**config.mk**
```make
export PLATFORM = sky130hd
export DESIGN_NAME = sseg_calc_scan
export DESIGN_NICKNAME = d
export VERILOG_FILES = /design/src/rtl/sseg_pkg.sv /design/src/rtl/pb_debounce.sv /design/src/rtl/sseg_calc_scan.sv
export SDC_FILE = /design/constraint.sdc
export NUM_CORES = 1
export LEC_CHECK = 0
export ABC_AREA = 1
export CORE_MARGIN = 1.5
export CORE_UTILIZATION = 40
export CTS_CLUSTER_DIAMETER = 30
export DETAILED_ROUTE_END_ITERATION = 6
export SLEW_MARGIN = 10
export SYNTH_ARGS = -nofsm -noshare
export SYNTH_HDL_FRONTEND = slang
export SYNTH_SLANG_ARGS = --single-unit
```
**constraint.sdc**
```tcl
create_clock -name M_CLOCK -period 3.5 [get_ports M_CLOCK]
set_input_delay 0.7 -clock M_CLOCK [delete_from_list [all_inputs] [get_ports M_CLOCK]]
set_output_delay 0.7 -clock M_CLOCK [all_outputs]
set_load 0.02 [all_outputs]
```
**src/rtl/sseg_pkg.sv**
```systemverilog
// Shared definitions for the seven-segment calculator: mode encodings and the
// active-low hex-to-segment table used by the scan logic.
package sseg_pkg;

  typedef enum logic [1:0] {
    MODE_SUM  = 2'd0,
    MODE_DIFF = 2'd1,
    MODE_PROD = 2'd2,
    MODE_RAW  = 2'd3
  } mode_e;

  localparam logic [6:0] SEG_OFF = 7'h7F;

  // Active-low {g,f,e,d,c,b,a}; entry 15 first so HEX_SEG[n] decodes nibble n.
  localparam logic [15:0][6:0] HEX_SEG = {
    7'h0E, 7'h06, 7'h21, 7'h46, 7'h03, 7'h08, 7'h10, 7'h00,
    7'h78, 7'h02, 7'h12, 7'h19, 7'h30, 7'h24, 7'h79, 7'h40
  };

  function automatic logic [6:0] hex_to_seg(input logic [3:0] nib);
    return HEX_SEG[nib];
  endfunction

endpackage

```
**src/rtl/pb_debounce.sv**
```systemverilog
// Pushbutton conditioner: 2-FF synchroniser, stability counter, and a one-cycle
// press pulse on each accepted released-to-pressed (1->0) transition.
module pb_debounce #(
  parameter int unsigned DEBOUNCE_CYC = 250000
) (
  input  logic clk,
  input  logic rst_n,
  input  logic pb_raw,
  output logic level,
  output logic press
);

  localparam int unsigned CW = $clog2(DEBOUNCE_CYC);
  localparam logic [CW-1:0] CNT_LAST = CW'(DEBOUNCE_CYC - 1);

  logic [1:0]    sync_q;
  logic          level_q, level_d;
  logic          press_q, press_d;
  logic [CW-1:0] cnt_q, cnt_d;

  always_ff @(posedge clk or negedge rst_n) begin
    if (!rst_n) begin
      sync_q  <= 2'b11;
      level_q <= 1'b1;
      press_q <= 1'b0;
      cnt_q   <= '0;
    end else begin
      sync_q  <= {sync_q[0], pb_raw};
      level_q <= level_d;
      press_q <= press_d;
      cnt_q   <= cnt_d;
    end
  end

  // The counter only runs while the synchronised sample disagrees with the
  // accepted level; one agreeing sample restarts it.
  always_comb begin
    level_d = level_q;
    press_d = 1'b0;
    cnt_d   = '0;
    if (sync_q[1] != level_q) begin
      if (cnt_q == CNT_LAST) begin
        level_d = sync_q[1];
        press_d = ~sync_q[1];
      end else begin
        cnt_d = cnt_q + CW'(1);
      end
    end
  end

  assign level = level_q;
  assign press = press_q;

endmodule

```
**src/rtl/sseg_calc_scan.sv**
```systemverilog
// IO-board calculator: DIP operands, button-stepped op, hex result scanned on a
// multiplexed seven-segment display. Option: SSEG_LEADING_ZERO_BLANK_EN.
module sseg_calc_scan
  import sseg_pkg::*;
#(
  parameter int unsigned NUM_DIGITS   = 4,
  parameter int unsigned SCAN_DIV     = 50000,
  parameter int unsigned DEBOUNCE_CYC = 250000
) (
  input  logic                  M_CLOCK,
  input  logic                  M_RESET_N,
  input  logic [3:0]            IO_PB,
  input  logic [7:0]            IO_DSW,
  output logic [NUM_DIGITS-1:0] IO_SSEGD,
  output logic [7:0]            IO_SSEG,
  output logic                  IO_SSEG_COL,
  output logic [7:0]            IO_LED
);

  localparam int unsigned DW   = 4 * NUM_DIGITS;
  localparam int unsigned DIGW = (NUM_DIGITS > 1) ? $clog2(NUM_DIGITS) : 1;
  localparam int unsigned PW   = $clog2(SCAN_DIV);
  localparam logic [DIGW-1:0] LAST_DIGIT = DIGW'(NUM_DIGITS - 1);
  localparam logic [PW-1:0]   PRESC_LAST = PW'(SCAN_DIV - 1);

  // Reset asserts asynchronously but releases on a clock edge.
  logic [1:0] rst_sync_q;
  logic       rst_n;

  always_ff @(posedge M_CLOCK or negedge M_RESET_N) begin
    if (!M_RESET_N) rst_sync_q <= 2'b00;
    else            rst_sync_q <= {rst_sync_q[0], 1'b1};
  end

  assign rst_n = rst_sync_q[1];

  logic mode_level, mode_press;
  logic hold_level, hold_press;

  pb_debounce #(
    .DEBOUNCE_CYC (DEBOUNCE_CYC)
  ) u_pb_mode (
    .clk    (M_CLOCK),
    .rst_n  (rst_n),
    .pb_raw (IO_PB[0]),
    .level  (mode_level),
    .press  (mode_press)
  );

  pb_debounce #(
    .DEBOUNCE_CYC (DEBOUNCE_CYC)
  ) u_pb_hold (
    .clk    (M_CLOCK),
    .rst_n  (rst_n),
    .pb_raw (IO_PB[1]),
    .level  (hold_level),
    .press  (hold_press)
  );

  logic unused_pins;
  assign unused_pins = ^{IO_PB[3:2], mode_level, hold_level};

  mode_e mode_q, mode_d;
  logic  hold_q;

  always_ff @(posedge M_CLOCK or negedge rst_n) begin
    if (!rst_n) mode_q <= MODE_SUM;
    else        mode_q <= mode_d;
  end

  always_comb begin
    mode_d = mode_q;
    if (mode_press) begin
      unique case (mode_q)
        MODE_SUM:  mode_d = MODE_DIFF;
        MODE_DIFF: mode_d = MODE_PROD;
        MODE_PROD: mode_d = MODE_RAW;
        MODE_RAW:  mode_d = MODE_SUM;
        default:   mode_d = MODE_SUM;
      endcase
    end
  end

  logic        ovf_q;
  logic [1:0]  mode_bits;

  always_comb begin
    mode_bits = mode_q;
    IO_LED    = {4'b0000, ovf_q, hold_q, mode_bits};
  end

  always_ff @(posedge M_CLOCK or negedge rst_n) begin
    if (!rst_n) hold_q <= 1'b0;
    else        hold_q <= hold_q ^ hold_press;
  end

  logic [3:0]    op_a, op_b;
  logic [7:0]    res;
  logic          res_neg;
  logic [39:0]   res_ext;
  logic [DW-1:0] disp_d, disp_q;
  logic          ovf_d, neg_q;

  assign op_a = IO_DSW[7:4];
  assign op_b = IO_DSW[3:0];

  always_comb begin
    res     = 8'h00;
    res_neg = 1'b0;
    unique case (mode_q)
      MODE_SUM:  res = {3'b000, {1'b0, op_a} + {1'b0, op_b}};
      MODE_DIFF: begin
        res_neg = (op_a < op_b);
        res     = res_neg ? {4'h0, op_b - op_a} : {4'h0, op_a - op_b};
      end
      MODE_PROD: res = {4'h0, op_a} * {4'h0, op_b};
      MODE_RAW:  res = IO_DSW;
      default:   res = 8'h00;
    endcase
  end

  // Anything above the displayable width is dropped and flagged.
  assign res_ext = {32'h0, res};
  assign disp_d  = res_ext[DW-1:0];
  assign ovf_d   = |(res_ext >> DW);

  always_ff @(posedge M_CLOCK or negedge rst_n) begin
    if (!rst_n) begin
      disp_q <= '0;
      neg_q  <= 1'b0;
      ovf_q  <= 1'b0;
    end else if (!hold_q) begin
      disp_q <= disp_d;
      neg_q  <= res_neg;
      ovf_q  <= ovf_d;
    end
  end

  logic [PW-1:0]   presc_q, presc_d;
  logic [DIGW-1:0] digit_q, digit_d;

  always_ff @(posedge M_CLOCK or negedge rst_n) begin
    if (!rst_n) begin
      presc_q <= '0;
      digit_q <= '0;
    end else begin
      presc_q <= presc_d;
      digit_q <= digit_d;
    end
  end

  always_comb begin
    presc_d = presc_q + PW'(1);
    digit_d = digit_q;
    if (presc_q == PRESC_LAST) begin
      presc_d = '0;
      digit_d = (digit_q == LAST_DIGIT) ? '0 : digit_q + DIGW'(1);
    end
  end

  logic [NUM_DIGITS-1:0] blank_mask;

`ifdef SSEG_LEADING_ZERO_BLANK_EN
  // A digit blanks when it and every digit above it is zero; digit 0 never blanks.
  always_comb begin : p_blank
    logic upper_zero;
    upper_zero = 1'b1;
    blank_mask = '0;
    for (int i = NUM_DIGITS - 1; i >= 0; i--) begin
      upper_zero    = upper_zero & (disp_q[4*i +: 4] == 4'h0);
      blank_mask[i] = upper_zero & (i != 0);
    end
  end
`else
  assign blank_mask = '0;
`endif

  logic [3:0]            cur_nib;
  logic [NUM_DIGITS-1:0] ssegd_d, ssegd_q;
  logic [7:0]            sseg_d, sseg_q;

  assign cur_nib = disp_q[{digit_q, 2'b00} +: 4];

  // Last prescaler count of each digit is a blank slot so the old pattern
  // never ghosts onto the next digit.
  always_comb begin
    ssegd_d = '1;
    sseg_d  = 8'hFF;
    if (presc_q != PRESC_LAST) begin
      ssegd_d     = ~(NUM_DIGITS'(1) << digit_q);
      sseg_d[6:0] = blank_mask[digit_q] ? SEG_OFF : hex_to_seg(cur_nib);
      sseg_d[7]   = ~(neg_q && (digit_q == LAST_DIGIT));
    end
  end

  always_ff @(posedge M_CLOCK or negedge rst_n) begin
    if (!rst_n) begin
      ssegd_q <= '1;
      sseg_q  <= 8'hFF;
    end else begin
      ssegd_q <= ssegd_d;
      sseg_q  <= sseg_d;
    end
  end

  assign IO_SSEGD    = ssegd_q;
  assign IO_SSEG     = sseg_q;
  assign IO_SSEG_COL = 1'b1;

endmodule

```
==> out/results.tsv, run 1 <==
stage	metric	value	unit
yosys	Yosys warnings	0	
clocking	Inserted Clock Buffers	9	
critical_path	Setup Crit Path Kind	primary input to flop	
detailed_routing	Post-route DRC	0	
clocking	clk_lat worst skew	0.34	ns
critical_path	Max FO, Critical Path	2	
place	hpwl dp	8555	um
yosys	Synth cell types	45	
detailed_routing	M1 WL	5515	um
power_and_ir_drop	Peak supply drop	0.3576	mV
timing	endpoints failing hold	0	
detailed_routing	routed vias/inst	4.964	
timing	Final Slew Violations	0	
cells_and_area	Final nets	778	
global_route	number of global-route vias before repair	4351	
timing	relative slew slack	58.68	%
clocking	Clock Path Buffers	2	
yosys	Seq/Total Area, Yosys	39.99	%
timing	Layout Skew	0.008106	ns
yosys	Synth area leaders	dfrtp_1, ha_1, dfstp_2	
clocking	setup repair bufs after CTS	0	
place	Port-buffer cells	26	
clocking	Sink Count	88	
floorplanning	die area	14620	sq um
critical_path	Crit. End Element	flop	
cells_and_area	most frequent cells in the layout	nand2_1, inv_1, nor2_1, dfrtp_1, nand3_1	
detailed_routing	Met3 Routed Length	332	um
detailed_routing	Met2 Wirelength	5285	um
cells_and_area	Reg area	2228	sq um
yosys	largest area contributor in the netlist	dfrtp_1	
timing	Worst-Margin Slew	0.6141	ns
floorplanning	Core ar.	13400	sq um
cells_and_area	Final Util	47.88	%
timing	final setup violation count	0	
global_route	grt ovf	0	
yosys	Mapped Cells	673	
detailed_routing	ANT nets after route	0	
clocking	H-tree levels	3	
clocking	Root Buffer	clkbuf_16	
yosys	Post-synth ARST share	100.0	%
global_route	largest net degree at the start of global routing	41	
floorplanning	row cnt	42	
flow_run	Max-Cap Viols	0	
timing	fin crit period	3.257	ns
timing	period utilisation layout	93.05	%
detailed_routing	TritonRoute pass-1 iters	4	
cells_and_area	Multi-input gate area	2889	sq um
yosys	top_reg_cell synth	dfrtp_1	
power_and_ir_drop	total chip power	2478	uW
power_and_ir_drop	P per Cell Area	386.3	nW/um^2
place	GPL Wtd Cong	0.8849	
yosys	FF+latch count, synth	88	
clocking	CTS Hold Bufs	0	
detailed_routing	via count	4458	
timing	unrepaired setup endpoints after global routing	false	
detailed_routing	total wire length	11280	um
floorplanning	Initial Utilization	41.51	%
critical_path	launch point of the worst reg-to-reg path	presc_q[0]$_DFF_PN0_	
global_route	gr usage total	16.59	%
critical_path	worst path required time	3.73	ns
clocking	Worst-path clk slew	0.06	ns
detailed_routing	WL per Instance	12.56	um
cells_and_area	diode count	0	
yosys	synthesized cell area	5563	sq um
status	status	completed	
detailed_routing	DRT iter0 DRCs	242	
power_and_ir_drop	LEAKAGE	0.002977	uW
critical_path	critical path startpoint category	primary input	
cells_and_area	most common cell after layout, fill and taps aside	nand2_1	
critical_path	CP startpoint	IO_DSW[4]	
critical_path	Worst Path Arrival	3.49	ns
global_route	initial antenna violation count	0	
floorplanning	num ports	35	
cells_and_area	share of layout cells above drive strength 1	12.19	%
yosys	Mapped Avg Cell Area	8.266	sq um
yosys	top-area cell type share of the netlist area	31.49	%
clocking	Resize count post-CTS	0	
clocking	CTS tree	yes	
floorplanning	Vert. Die Dim	120.9	um
cells_and_area	Area Growth Syn to Fin	15.34	%
cells_and_area	Filler cells	1326	
detailed_routing	uppermost layer routed	met4	
yosys	Post-synth EDFFs	0	
floorplanning	Die Width	120.9	um
min_path	Tightest Hold Check Type	flop to async pin	
timing	Peak Freq	307.1	MHz
global_route	global-route wire length before repair	19640	um
[area by class of cell]
type | instances | area share [%]
clock inverters | 5 | 1.248
clock buffers | 11 | 3.783
multi-input cells | 473 | 45.03
inverters | 106 | 6.201
well taps | 176 | 3.432
flip-flops and latches | 88 | 34.73
repair buffers | 39 | 5.577
[worst paths after layout]
check                      slack [ns]  depth (start not counted)                  endpoint
min in group M_CLOCK             0.35                          0   rst_sync_q[1]$_DFF_PN0_
hold reg to reg                  0.30                          0  mode_bits[1]$_DFFE_PN0P_
hold / removal                   0.30                          0  mode_bits[1]$_DFFE_PN0P_
max in group asynchronous        2.38                          1     IO_SSEGD[3]$_DFF_PN1_
setup reg to reg                 1.55                          9      presc_q[8]$_DFF_PN0_
setup / recovery                 0.24                         13     disp_q[6]$_DFFE_PN0N_
[state kept, by name (all words and copies together) (netlist names), 4 cells and up]
signal	count
presc_q	16
disp_q	8
u_pb_hold.cnt_q	18
IO_SSEG	8
IO_SSEGD	4
u_pb_mode.cnt_q	18
[cell families after synthesis]
group / after synthesis / synth area share [%]
other: 2 / 0.1350
AO/OA/AOI/OAI: 61 / 6.388
adder cells (fa/ha/maj): 47 / 11.52
flip-flops: 88 / 39.99
XOR/XNOR: 34 / 5.353
buffers and inverters: 117 / 8.412
AND/OR/NAND/NOR: 324 / 28.20
[worst max-delay path, cell delays in order]
cell	delay, ns
clkdlybuf4s50_1	0.48
nand2_1	0.08
fa_1	0.54
inv_1	0.06
fa_1	0.52
fa_1	0.45
nand2_1	0.10
nand2_1	0.05
a21oi_1	0.15
xor2_1	0.18
o22ai_1	0.09
nand2_1	0.06
nand2_1	0.05
[per-layer routing]
| metal | vias to the layer above | track usage (%) |
|---|---|---|
| li1 | 2261 | - |
| met1 | 2112 | 21.91 |
| met2 | 74 | 27.31 |
| met3 | 11 | 3.759 |
| met4 | 0 | 4.853 |
| met5 | - | 0 |
[report_power, final]
part	internal, uW	switching (uW)
registers	1070	25.2
clock network	644	394
logic	142	203
[metrics by stage]
stage | area, sq um | hold WS, ns | setup WS, ns | std cells | setup TNS [ns]
6_report | 6416 | 0.3007 | 0.2433 | 898 | 0
5_1_grt | 6416 | 0.3589 | 0.05944 | 898 | 0
4_1_cts | 6416 | 0.3316 | 0.2472 | 898 | 0
3_5_place_dp | 6093 | 0.3218 | -0.1185 | 882 | -0.1444
3_3_place_gp | 6093 | 0.3225 | -0.08893 | 882 | -0.08893
2_1_floorplan | 5582 | 0.3312 | 0.5087 | 678 | 0
[cell usage after synthesis, drive strengths merged (3+ instances only)]
cell,instances
dfrtp,70
nor3b,3
o311ai,4
nor2,77
xor2,29
nor4,10
xnor2,5
dfstp,18
nand3,54
nand4,19
ha,40
o22ai,4
buf,9
o211ai,3
inv,105
fa,7
a21oi,22
nand2,120
nor3,35
o21ai,25
No activity file was read; power rests on OpenSTA's default activity.
==> run 2, diff against run 1 <==
--- a/config.mk
+++ b/config.mk
@@ -6,10 +6,12 @@
 export NUM_CORES = 1
 export LEC_CHECK = 0
 export ABC_AREA = 1
+export CAP_MARGIN = 10
 export CORE_MARGIN = 1.5
-export CORE_UTILIZATION = 40
+export CORE_UTILIZATION = 60
 export CTS_CLUSTER_DIAMETER = 30
 export DETAILED_ROUTE_END_ITERATION = 6
+export PLACE_DENSITY = 0.81
 export SLEW_MARGIN = 10
 export SYNTH_ARGS = -nofsm -noshare
 export SYNTH_HDL_FRONTEND = slang
==> run 2 against run 1 <==
Flip-flop and latch count did not move. Die area decreased by 33%. Worst hold slack gained 0.062 ns. Count of clock-buffer cells in the layout shrank 2. Global-route usage grew 8.0 points. Worst setup slack improved by 0.021 ns. Via count is 1.5% higher. Largest cell class unchanged. Highest routed layer unchanged.
==> out/results.tsv, run 2 (synthesis results as in run 1) <==
stage	metric	value	unit
critical_path	CP startpoint	IO_DSW[2]	
cells_and_area	most common cell after layout, fill and taps aside	nand2_1	
critical_path	R2R cell count	9	
cells_and_area	Area Growth Syn to Fin	11.18	%
timing	Worst-Margin Slew	1.051	ns
timing	fin crit period	3.235	ns
detailed_routing	routed vias/inst	5.472	
floorplanning	die area	9859	sq um
clocking	setup repair bufs after CTS	0	
place	GPL Wtd Cong	0.9080	
detailed_routing	DRT iter0 DRCs	234	
power_and_ir_drop	Gate power share	15.4	%
critical_path	Crit. End Element	flop	
clocking	CTS Hold Bufs	0	
status	status	completed	
critical_path	Max FO, Critical Path	6	
detailed_routing	WL per Instance	13.35	um
detailed_routing	total wire length	11040	um
cells_and_area	biggest registers after layout	u_pb_hold.cnt_q: 18 flops, u_pb_mode.cnt_q: 18 flops, presc_q: 16 flops	
place	Port-buffer cells	26	
clocking	clk_lat worst skew	0.37	ns
critical_path	reg2reg setup slack	1.56	ns
timing	unrepaired setup endpoints after global routing	false	
global_route	gr usage total	24.62	%
floorplanning	Core ar.	8848	sq um
global_route	number of global-route vias before repair	4489	
timing	Setup TNS	0	ns
clocking	Inserted Clock Buffers	9	
cells_and_area	diode count	0	
critical_path	critical path startpoint category	primary input	
cells_and_area	Final nets	775	
min_path	Tightest Hold Check Type	flop to flop	
global_route	global-route wire length before repair	19820	um
floorplanning	Die Width	99.29	um
power_and_ir_drop	internal power	1487	uW
timing	Layout Skew	0.01529	ns
detailed_routing	TritonRoute pass-1 iters	7	
critical_path	Worst R2R End	IO_SSEG[0]$_DFF_PN1_	
timing	Final Slew Violations	0	
clocking	Resize count post-CTS	0	
detailed_routing	Post-route DRC	0	
cells_and_area	Filler cells	721	
clocking	Sink Count	88	
clocking	Root Buffer	clkbuf_8	
timing	relative slew slack	29.95	%
critical_path	Worst Path Arrival	3.54	ns
floorplanning	Vert. Die Dim	99.29	um
power_and_ir_drop	sw frac	30.43	%
timing	final setup violation count	0	
global_route	largest net degree at the start of global routing	87	
timing	Peak Freq	309.1	MHz
power_and_ir_drop	sw power	650.5	uW
detailed_routing	via count	4525	
power_and_ir_drop	Clk pwr share	32.9	%
place	hpwl dp	8281	um
floorplanning	row cnt	34	
floorplanning	num ports	35	
clocking	H-tree levels	3	
floorplanning	Initial Utilization	62.87	%
critical_path	Setup Crit Path Kind	primary input to flop	
timing	period utilisation layout	92.44	%
cells_and_area	share of layout cells above drive strength 1	11.96	%
detailed_routing	ANT nets after route	0	
power_and_ir_drop	LEAKAGE	0.002909	uW
critical_path	worst path required time	3.80	ns
cells_and_area	most frequent cells in the layout	nand2_1, inv_1, nor2_1, dfrtp_1, nand3_1	
global_route	initial antenna violation count	0	
power_and_ir_drop	total chip power	2138	uW
critical_path	launch point of the worst reg-to-reg path	digit_q[0]$_DFFE_PN0P_	
timing	endpoints failing hold	0	
power_and_ir_drop	Peak supply drop	0.2448	mV
clocking	Clock Path Buffers	2	
flow_run	Max-Cap Viols	0	
critical_path	Critical Path End	disp_q[7]$_DFFE_PN0N_	
global_route	grt ovf	0	
power_and_ir_drop	P per Cell Area	345.7	nW/um^2
power_and_ir_drop	Seq pwr share	51.6	%
clocking	Worst-path clk slew	0.09	ns
clocking	CTS tree	yes	
run 2: changes by cell type in the layout (fill, tap and decap cells not counted):
cell        delta
clkbuf_8       +8
buf_4          -3
clkbuf_1       -1
clkinv_8       +1
bufinv_16      -2
clkinv_2       -1
inv_8          +3
clkbuf_16      -9
clkinv_4       +2
clkinvlp_4     -1
run 2: critical path: stages:
cell	delay, ns
clkdlybuf4s50_1	0.49
buf_4	0.16
ha_1	0.14
inv_1	0.06
fa_1	0.55
inv_1	0.05
ha_1	0.29
ha_1	0.36
nand2_1	0.11
nand2_1	0.06
nand2_1	0.05
nand3_1	0.09
nand2_1	0.07
nand2_1	0.04
o21ai_0	0.17
nand2_1	0.07
nand2_1	0.06
run 2: worst min path at each step:
stage / startpoint / end / cells after the start
floorplan: rst_sync_q[0]$_DFF_PN0_ / rst_sync_q[1]$_DFF_PN0_ / 0
CTS: u_pb_mode.sync_q[0]$_DFF_PN1_ / u_pb_mode.sync_q[1]$_DFF_PN1_ / 0
global route: u_pb_hold.sync_q[0]$_DFF_PN1_ / u_pb_hold.sync_q[1]$_DFF_PN1_ / 0
global placement: rst_sync_q[0]$_DFF_PN0_ / rst_sync_q[1]$_DFF_PN0_ / 0
detailed placement: rst_sync_q[0]$_DFF_PN0_ / rst_sync_q[1]$_DFF_PN0_ / 0
finish: u_pb_mode.sync_q[0]$_DFF_PN1_ / u_pb_mode.sync_q[1]$_DFF_PN1_ / 0
run 2: area by class of cell:
class / instances / area, sq um / area share, %
Sequential cell: 88 / 2228 / 36.03
Tap cell: 108 / 135.1 / 2.185
Clock inverter: 7 / 75.07 / 1.214
Inverter: 106 / 397.9 / 6.433
Clock buffer: 9 / 123.9 / 2.003
Timing Repair Buffer: 36 / 335.3 / 5.422
Multi-Input combinational cell: 473 / 2889 / 46.71
run 2: metrics by stage:
stage | util (%) | hold slack, ns | worst slack, ns | std cells | instance area [sq um]
4_1_cts | 69.90 | 0.3642 | 0.2694 | 827 | 6185
6_report | 69.90 | 0.3625 | 0.2647 | 827 | 6185
2_1_floorplan | - | 0.3312 | 0.5087 | 678 | 5582
5_1_grt | 69.90 | 0.3730 | 0.04614 | 827 | 6185
3_5_place_dp | 67.65 | 0.3418 | -0.1052 | 811 | 5986
3_3_place_gp | 67.65 | 0.3420 | -0.07862 | 811 | 5986
run 2: power by group through the flow:
stage	Combinational [uW]	Clock (uW)	Sequential, uW
6_report	330	704	1100
5_1_grt	370	760	1110
4_1_cts	329	721	1110
3_5_place_dp	327	0	1130
3_3_place_gp	316	0	1120
2_1_floorplan	193	0	1150
run 2: per-layer routing:
metal,share of wire (%),track usage [%]
met1,46,32.02
met2,50,42.04
met3,3.2,3.233
met4,1.6,9.751
met5,0,0
